--- src/rtl/bcd_scan_counter.sv ---
// Four-digit BCD up/down counter with wrap pulse and a multiplexed digit scanner
// that feeds a downstream BCD-to-7-segment decoder. Leading-zero blanking is optional.
module bcd_scan_counter #(
  parameter int SCAN_DIV = 50000,
  parameter bit BLANK_LZ = 1'b1
) (
  input  logic        clk,
  input  logic        rst,
  input  logic        step,
  input  logic        up,
  input  logic        load,
  input  logic [15:0] load_val,
  output logic [15:0] count,
  output logic        carry,
  output logic [3:0]  bcd,
  output logic [3:0]  dig_sel
);

  localparam int              PW         = (SCAN_DIV > 1) ? $clog2(SCAN_DIV) : 1;
  localparam logic [PW-1:0]   PRESC_LAST = PW'(SCAN_DIV - 1);

  logic [PW-1:0] presc;
  logic [1:0]    idx;

  logic [15:0] load_clean;
  logic [15:0] inc_val;
  logic [15:0] dec_val;
  logic [15:0] count_next;
  logic        carry_next;
  logic        at_max;
  logic        at_min;

  // Digits above 9 are not representable; they load as 0.
  always_comb begin
    load_clean = '0;
    for (int i = 0; i < 4; i++) begin
      load_clean[4*i +: 4] = (load_val[4*i +: 4] > 4'd9) ? 4'd0 : load_val[4*i +: 4];
    end
  end

  // Decimal ripple increment and decrement, both resolved within one cycle.
  always_comb begin
    logic ci;
    logic bi;
    // NOTE: every variable gets a default first so no path leaves it unassigned
    // and no latch is inferred.
    inc_val = count;
    dec_val = count;
    ci      = 1'b1;
    bi      = 1'b1;
    for (int i = 0; i < 4; i++) begin
      if (ci) begin
        if (count[4*i +: 4] == 4'd9) begin
          inc_val[4*i +: 4] = 4'd0;
        end else begin
          inc_val[4*i +: 4] = count[4*i +: 4] + 4'd1;
          ci = 1'b0;
        end
      end
      if (bi) begin
        if (count[4*i +: 4] == 4'd0) begin
          dec_val[4*i +: 4] = 4'd9;
        end else begin
          dec_val[4*i +: 4] = count[4*i +: 4] - 4'd1;
          bi = 1'b0;
        end
      end
    end
  end

  assign at_max = (count == 16'h9999);
  assign at_min = (count == 16'h0000);

  // Load outranks step; carry flags only a step that wraps the count.
  always_comb begin
    count_next = count;
    carry_next = 1'b0;
    if (load) begin
      count_next = load_clean;
    end else if (step) begin
      count_next = up ? inc_val : dec_val;
      carry_next = up ? at_max : at_min;
    end
  end

  always_ff @(posedge clk) begin
    // NOTE: sequential state uses non-blocking assignments so every register
    // samples the pre-edge values, independent of statement order.
    if (rst) begin
      count <= 16'h0000;
      carry <= 1'b0;
      presc <= '0;
      idx   <= 2'd0;
    end else begin
      count <= count_next;
      carry <= carry_next;
      if (presc == PRESC_LAST) begin
        presc <= '0;
        idx   <= idx + 2'd1;
      end else begin
        presc <= presc + PW'(1);
      end
    end
  end

  // Scan outputs: digit select from the index register, digit code from count.
  logic [3:0] sel_digit;
  logic       upper_zero;

  always_comb begin
    sel_digit  = count[3:0];
    upper_zero = 1'b0;
    case (idx)
      2'd0: begin
        sel_digit  = count[3:0];
        upper_zero = 1'b0;
      end
      2'd1: begin
        sel_digit  = count[7:4];
        upper_zero = (count[15:4] == 12'h000);
      end
      2'd2: begin
        sel_digit  = count[11:8];
        upper_zero = (count[15:8] == 8'h00);
      end
      default: begin
        sel_digit  = count[15:12];
        upper_zero = (count[15:12] == 4'h0);
      end
    endcase
  end

  assign bcd     = (BLANK_LZ && upper_zero) ? 4'hF : sel_digit;
  assign dig_sel = ~(4'b0001 << idx);

endmodule
--- config.mk ---
export PLATFORM = sky130hd
export DESIGN_NAME = bcd_scan_counter
export DESIGN_NICKNAME = d
export VERILOG_FILES = /design/src/rtl/bcd_scan_counter.sv
export SDC_FILE = /design/constraint.sdc
export NUM_CORES = 1
export LEC_CHECK = 0
export ABC_CLOCK_PERIOD_IN_PS = 1990
export CORE_MARGIN = 2
export CORE_UTILIZATION = 40
export DETAILED_ROUTE_END_ITERATION = 7
export GPL_ROUTABILITY_DRIVEN = 0
export PLACE_DENSITY = 0.61
export SLEW_MARGIN = 15
export SYNTH_ARGS = -nofsm -noshare
export SYNTH_HDL_FRONTEND = slang
export SYNTH_SLANG_ARGS = --single-unit
--- constraint.sdc ---
create_clock -name clk -period 1.99 [get_ports clk]
set_clock_uncertainty 0.05 [all_clocks]
set_input_delay 0.2985 -clock clk [delete_from_list [all_inputs] [get_ports clk]]
set_output_delay 0.2985 -clock clk [all_outputs]
set_load 0.01 [all_outputs]
# After elaboration in Yosys (flattened, before gate mapping)
# Cells that the tools add are included.
[classes] add_sub_neg=10 n_lt_le_gt_ge=4 eq_ne=11 n_shift=1 n_mux=35 n_bitwise=2 reduce_logical=17
[ops] operator="$mux W4" count=19
[ops] operator="$mux W16" count=3
[ops] operator="$eq A16 B16 Y1 const B" count=2
[ops] operator="$add A16 B1 Y16 const B" count=1
[ops] operator="$add A4 B1 Y4 const B" count=4
[ops] operator="$eq A4 B4 Y1 const B" count=4
[ops] operator="$gt A4 B4 Y1 const B" count=4
[ops] operator="$logic_not A16 Y1" count=1
[ops] operator="$logic_not A4 Y1" count=4
[ops] operator="$sub A4 B1 Y4 const B" count=4
[ops] operator="$logic_not A12 Y1" count=1
[ops] operator="$pmux W4 S3" count=1
[ops] operator="$mux W1" count=11
[ops] operator="$ne A3 B1 Y1 const B" count=3
[ops] operator="$reduce_and A3 Y1" count=3
[ops] operator="$reduce_bool A3 Y1" count=3
[ops] operator="$logic_not A8 Y1" count=1
[ops] operator="$not A4 Y4" count=1
[ops] operator="$shl A1 B2 Y4 const A" count=1
[ops] operator="$pmux W1 S3" count=1
[ops] operator="$reduce_or A3 Y1" count=1
[ops] operator="$add A2 B1 Y2 const B" count=1
[ops] operator="$eq A2 B1 Y1 const B" count=1
[ops] operator="$eq A2 B2 Y1 const B" count=1
[ops] operator="4 further kinds" count=4
[totals] reg_bits=35 inputBits=21 output_inout_bits=25 word_cells=87

# Logic depth before layout (Yosys ltp)
[depth] ltp_word=8 ltp_mapped=7 depth_no_buf=6

# Worst setup path after synthesis
# No wires, ideal clock.
[synth_path] path_kind="reg-to-reg" startpoint="register count[7]" endpoint="register count[14]" setup_ns=0.067 t_arrival_ns=1.765 required_time_ns=1.873 setup_slack_ns=0.108 path_stages_with_launch=7 n_path_buf=1 period_less_slack_ns=1.882 path_cell_list="dfxtp_1 > buf_6 > or4_4 > o21ai_4 > o2111ai_4 > a211o_1 > a21oi_2"
[synth_via] elab_chain_len=6 elab_cells_between_ends=11 classes_between="eq/ne (2); mux (6); reduce/logical (3)"
[synth_lines] element="start: declaration" line_no="13" source="output logic [15:0] count,"
[synth_lines] element="start signal: assignment" line_no="95" source="count <= count_next;"
[synth_lines] element="$eq A4 B4 Y1 or $logic_not A4 Y1 (tied branches)" line_no="53, 61"
[synth_lines] element="$mux W1 (on tied branches)" line_no="53, 61"
[synth_lines] element="$mux W1 (on tied branches) (2 in series)" line_no="52, 60"
[synth_lines] element="$ne A3 B1 Y1 (no source line) or $reduce_bool A3 Y1 (tied branches)"
[synth_lines] element="$reduce_and A3 Y1 (no source line) *"
# Mark *: on every way between the ends. The rest lies on a longest branch, timed or not.
# A chain may end at the register's enable or synchronous reset.

# Worst setup path in the final report
[layout_path] startpoint="register count[4]" endpoint="register count[11]"
[layout_via] elab_chain_len=5 elab_cells_between_ends=9 classes_between="eq/ne (2); mux (4); reduce/logical (3)"
[layout_lines] element="$eq A4 B4 Y1 or $logic_not A4 Y1 (tied branches)" line_no="53, 61"
[layout_lines] element="$mux W1 (on tied branches)" line_no="53, 61"
[layout_lines] element="$mux W1 (on tied branches)" line_no="52, 60"
[layout_lines] element="$ne A3 B1 Y1 (no source line) or $reduce_bool A3 Y1 (tied branches)"
[layout_lines] element="$reduce_and A3 Y1 (no source line) *"
# Marked as above.

==> flow_metrics.env <==
export IMPL_hp_class="reg -> reg"
export IMPL_multiInputGateArea_mm2=0.00171
export IMPL_power_mw=2.02
export IMPL_seqCellArea_um2=714
export IMPL_synth_main_ff_cell="dfxtp_1"
export IMPL_post_dp_cell_area_mm2=0.00329
export IMPL_end_kind="register"
export IMPL_ys_types=60
export IMPL_seqPwrFrac=0.380
export IMPL_ioPinCount=46
export IMPL_antenna_found_initial=0
export IMPL_drt_vias_per_instance=5.43
export IMPL_die_height_um=83.0
export IMPL_ff2ff_path_depth=7
export IMPL_cts_buffer_depth=2
export IMPL_holdCritStartpoint="presc[0]"
export IMPL_num_rows=28
export IMPL_clkPwrFrac=0.280
export IMPL_cpPeakStageDelay_ps=560
export IMPL_power_leakage_nw=1.42
export IMPL_syn_area_mm2=0.00250
export IMPL_critPathBufInv=2
export IMPL_worstSetupStartpointType="register"
export IMPL_pwr_share_comb=0.340
export IMPL_htreeDepth=2
export IMPL_cp_max_fo=6
export IMPL_required_ps=2150
export IMPL_path_delay_family="simple AND/OR/NAND/NOR gates"
export IMPL_crit_start="count[4]"
export IMPL_grt_pass1_wl_um=11800
export IMPL_drt_iter0_drc=180
export IMPL_drc=0
export IMPL_status="finished with violations"
export IMPL_layout_setup_ws_ps=-47.6
export IMPL_crit_arrival_ps=2200
export IMPL_swShare=0.306
export IMPL_start_util=0.417
export IMPL_synth_seq_cells=35
export IMPL_finalSetupViolations=6
export IMPL_fin_area_mm2=0.00355
export IMPL_syn_instance_count=337
export IMPL_grt_max_degree=24
export IMPL_grt_pass1_vias=2544
export IMPL_cts_root_buffer_cell="clkbuf_8"
export IMPL_rrSetupSlack_ps=-50
export IMPL_criticalPathCategory="reg -> reg"
export IMPL_pre_cts_ws_ps=-179
export IMPL_cts_sinks=35
export IMPL_cts_buffers=5
export IMPL_max_clock_freq_mhz=491
export IMPL_synth_seq_area_share=0.280
export IMPL_setup_tns_final_ps=-183
export IMPL_drv_slew=0
export IMPL_worst_pin_slew_ps=372
export IMPL_met2_length_um=3340
export IMPL_synthArstFlopShare=0
export IMPL_dieArea_mm2=0.00689
export IMPL_top_layer="met4"
export IMPL_diodes=0
export IMPL_fin_crit_sh=1.02
export IMPL_syn_num_nets=364
export IMPL_max_cap_viol_count=0
export IMPL_wl_met1_um=3240
export IMPL_synth_edf_count=0
export IMPL_p_int_mw=1.40
export IMPL_track_usage=0.201
export IMPL_final_hold_viol_count=0
export IMPL_worstHoldEndpoint="presc[0]"
export IMPL_num_vias=2679
export IMPL_grt_remaining_overflow=0
export IMPL_switching_power_uw=620
export IMPL_cp_slowest_cell="or4_4"
export IMPL_power_density_mw_per_mm2=571
export IMPL_drive_gt1_frac=0.218
export IMPL_n_fill_cell=576
export IMPL_io_buffers=45
export IMPL_holdPathStages=1
export IMPL_wl_met3_um=325
export IMPL_final_nets=444
export IMPL_reg2reg_to="count[11]"
export IMPL_dr_pass1_iters=7
export IMPL_max_vdd_ir_drop_mv=0.435
export IMPL_area_delta_synth_final_pct=41.9
export IMPL_hpwl_um=5060
export IMPL_coreArea_mm2=0.00599
export IMPL_rsz0062_at_grt="true"
export IMPL_synth_area_per_cell_um2=7.41
export IMPL_tritoncts="done"
export IMPL_clk_pin_slew_worst_paths_ps=70
export IMPL_chipWidth_um=83.0
export IMPL_drt_total_wl_um=6990
export IMPL_failed_checks="negative setup slack"
export IMPL_clk_latency_ps=290
export IMPL_relSlewSlack=0.750
export IMPL_rr_startpoint="count[4]"
export IMPL_ant_nets=0
export IMPL_yosys_warnings=0
export IMPL_crit_path_cell_trace="buf_8 -> or4_4 -> o21ai_4 -> buf_4 -> and3_4 -> nor2_1 -> a211oi_2"
export IMPL_finalCriticalPeriod_ps=2040
export IMPL_wl_per_cell_um=14.2
synth_stat cells, types with 3 or more instances:
cell / instances / area share
or3_1: 3 / 0.0075
o21ai_0: 20 / 0.040
a21oi_1: 9 / 0.018
nor4_1: 6 / 0.015
xnor2_1: 14 / 0.049
ha_1: 6 / 0.030
a211oi_1: 8 / 0.024
a222oi_1: 4 / 0.016
dfxtp_1: 35 / 0.28
inv_1: 19 / 0.029
nor2b_1: 7 / 0.018
nand3_1: 15 / 0.030
a221oi_1: 3 / 0.011
nor3_1: 16 / 0.032
xor2_1: 6 / 0.021
buf_2: 4 / 0.0080
o31ai_1: 3 / 0.0090
and3_1: 4 / 0.010
nand2_1: 33 / 0.050
a31oi_1: 10 / 0.025
clkbuf_1: 17 / 0.026
nor2_1: 42 / 0.063
mux2i_1: 3 / 0.012
final cells by class:
| type | count | area share |
|---|---|---|
| Multi-Input combinational cell | 260 | 0.483 |
| Timing Repair Buffer | 96 | 0.237 |
| Sequential cell | 35 | 0.201 |
| Clock buffer | 7 | 0.0272 |
| Tap cell | 75 | 0.0265 |
| Inverter | 19 | 0.0222 |
| Clock inverter | 1 | 0.00212 |
through the flow:
step | hold WS, ps | utilization | std cells
2_1_floorplan | 368 | - | 337
3_3_place_gp | 380 | 0.549 | 478
3_5_place_dp | 391 | 0.549 | 478
4_1_cts | 401 | 0.574 | 486
5_1_grt | 430 | 0.592 | 493
6_report | 398 | 0.592 | 493
cells by family after synthesis:
logic type	Yosys count	share of synthesized area
compound gates	82	0.238
buf+inv	42	0.0681
simple gates	148	0.297
xor+xnor	20	0.0701
mux	4	0.0165
fa+ha+maj	6	0.0300
flops	35	0.280
cells in the final DEF (no fill, tap or decap), types with 8 or more instances in the layout:
master	count
a21oi_1	8
a31oi_1	10
buf_4	47
clkdlybuf4s50_1	38
dfxtp_1	30
inv_1	17
nand2_1	32
nand3_1	15
nor2_1	42
nor3_1	16
o21ai_0	18
xnor2_1	14
power groups by stage:
stage	combinational [mW]	sequential, mW	clock [mW]
floorplan	0.357	0.791	0
global placement	0.644	0.780	0
detailed placement	0.648	0.780	0
CTS	0.651	0.767	0.590
finish	0.688	0.770	0.566
global route	0.755	0.775	0.622
worst max-delay path by stage:
| stage | end | cells past startpoint | slack [ps] |
|---|---|---|---|
| after floorplan | count[14] | 6 | 110 |
| after global placement | count[14] | 7 | -170 |
| after detailed placement | bcd[3] | 7 | -180 |
| after CTS | bcd[3] | 7 | 9 |
| after global routing | count[14] | 6 | -130 |
| final | count[11] | 7 | -50 |
timing repair:
| item | CTS | global route |
|---|---|---|
| gates cloned | 0 | 0 |
| endpoints found under the hold margin | 0 | 0 |
| gates resized for setup | 35 | 17 |
| pin swaps | 8 | 9 |
| endpoints found under the setup margin | 8 | 13 |
| buffers inserted | 0 | 7 |
| hold buffers | 0 | 0 |
sequential cells by signal, indices dropped and copies added (netlist names):
| register | flops |
|---|---|
| count | 16 |
| presc | 16 |
| idx | 2 |
| carry | 1 |
routing by layer:
| layer | vias up | track usage |
|---|---|---|
| met5 | - | 0 |
| met4 | 0 | 0.0626 |
| met3 | 8 | 0.0318 |
| met2 | 70 | 0.346 |
| met1 | 1234 | 0.258 |
| li1 | 1367 | - |
(Power assumes the default switching activity.)
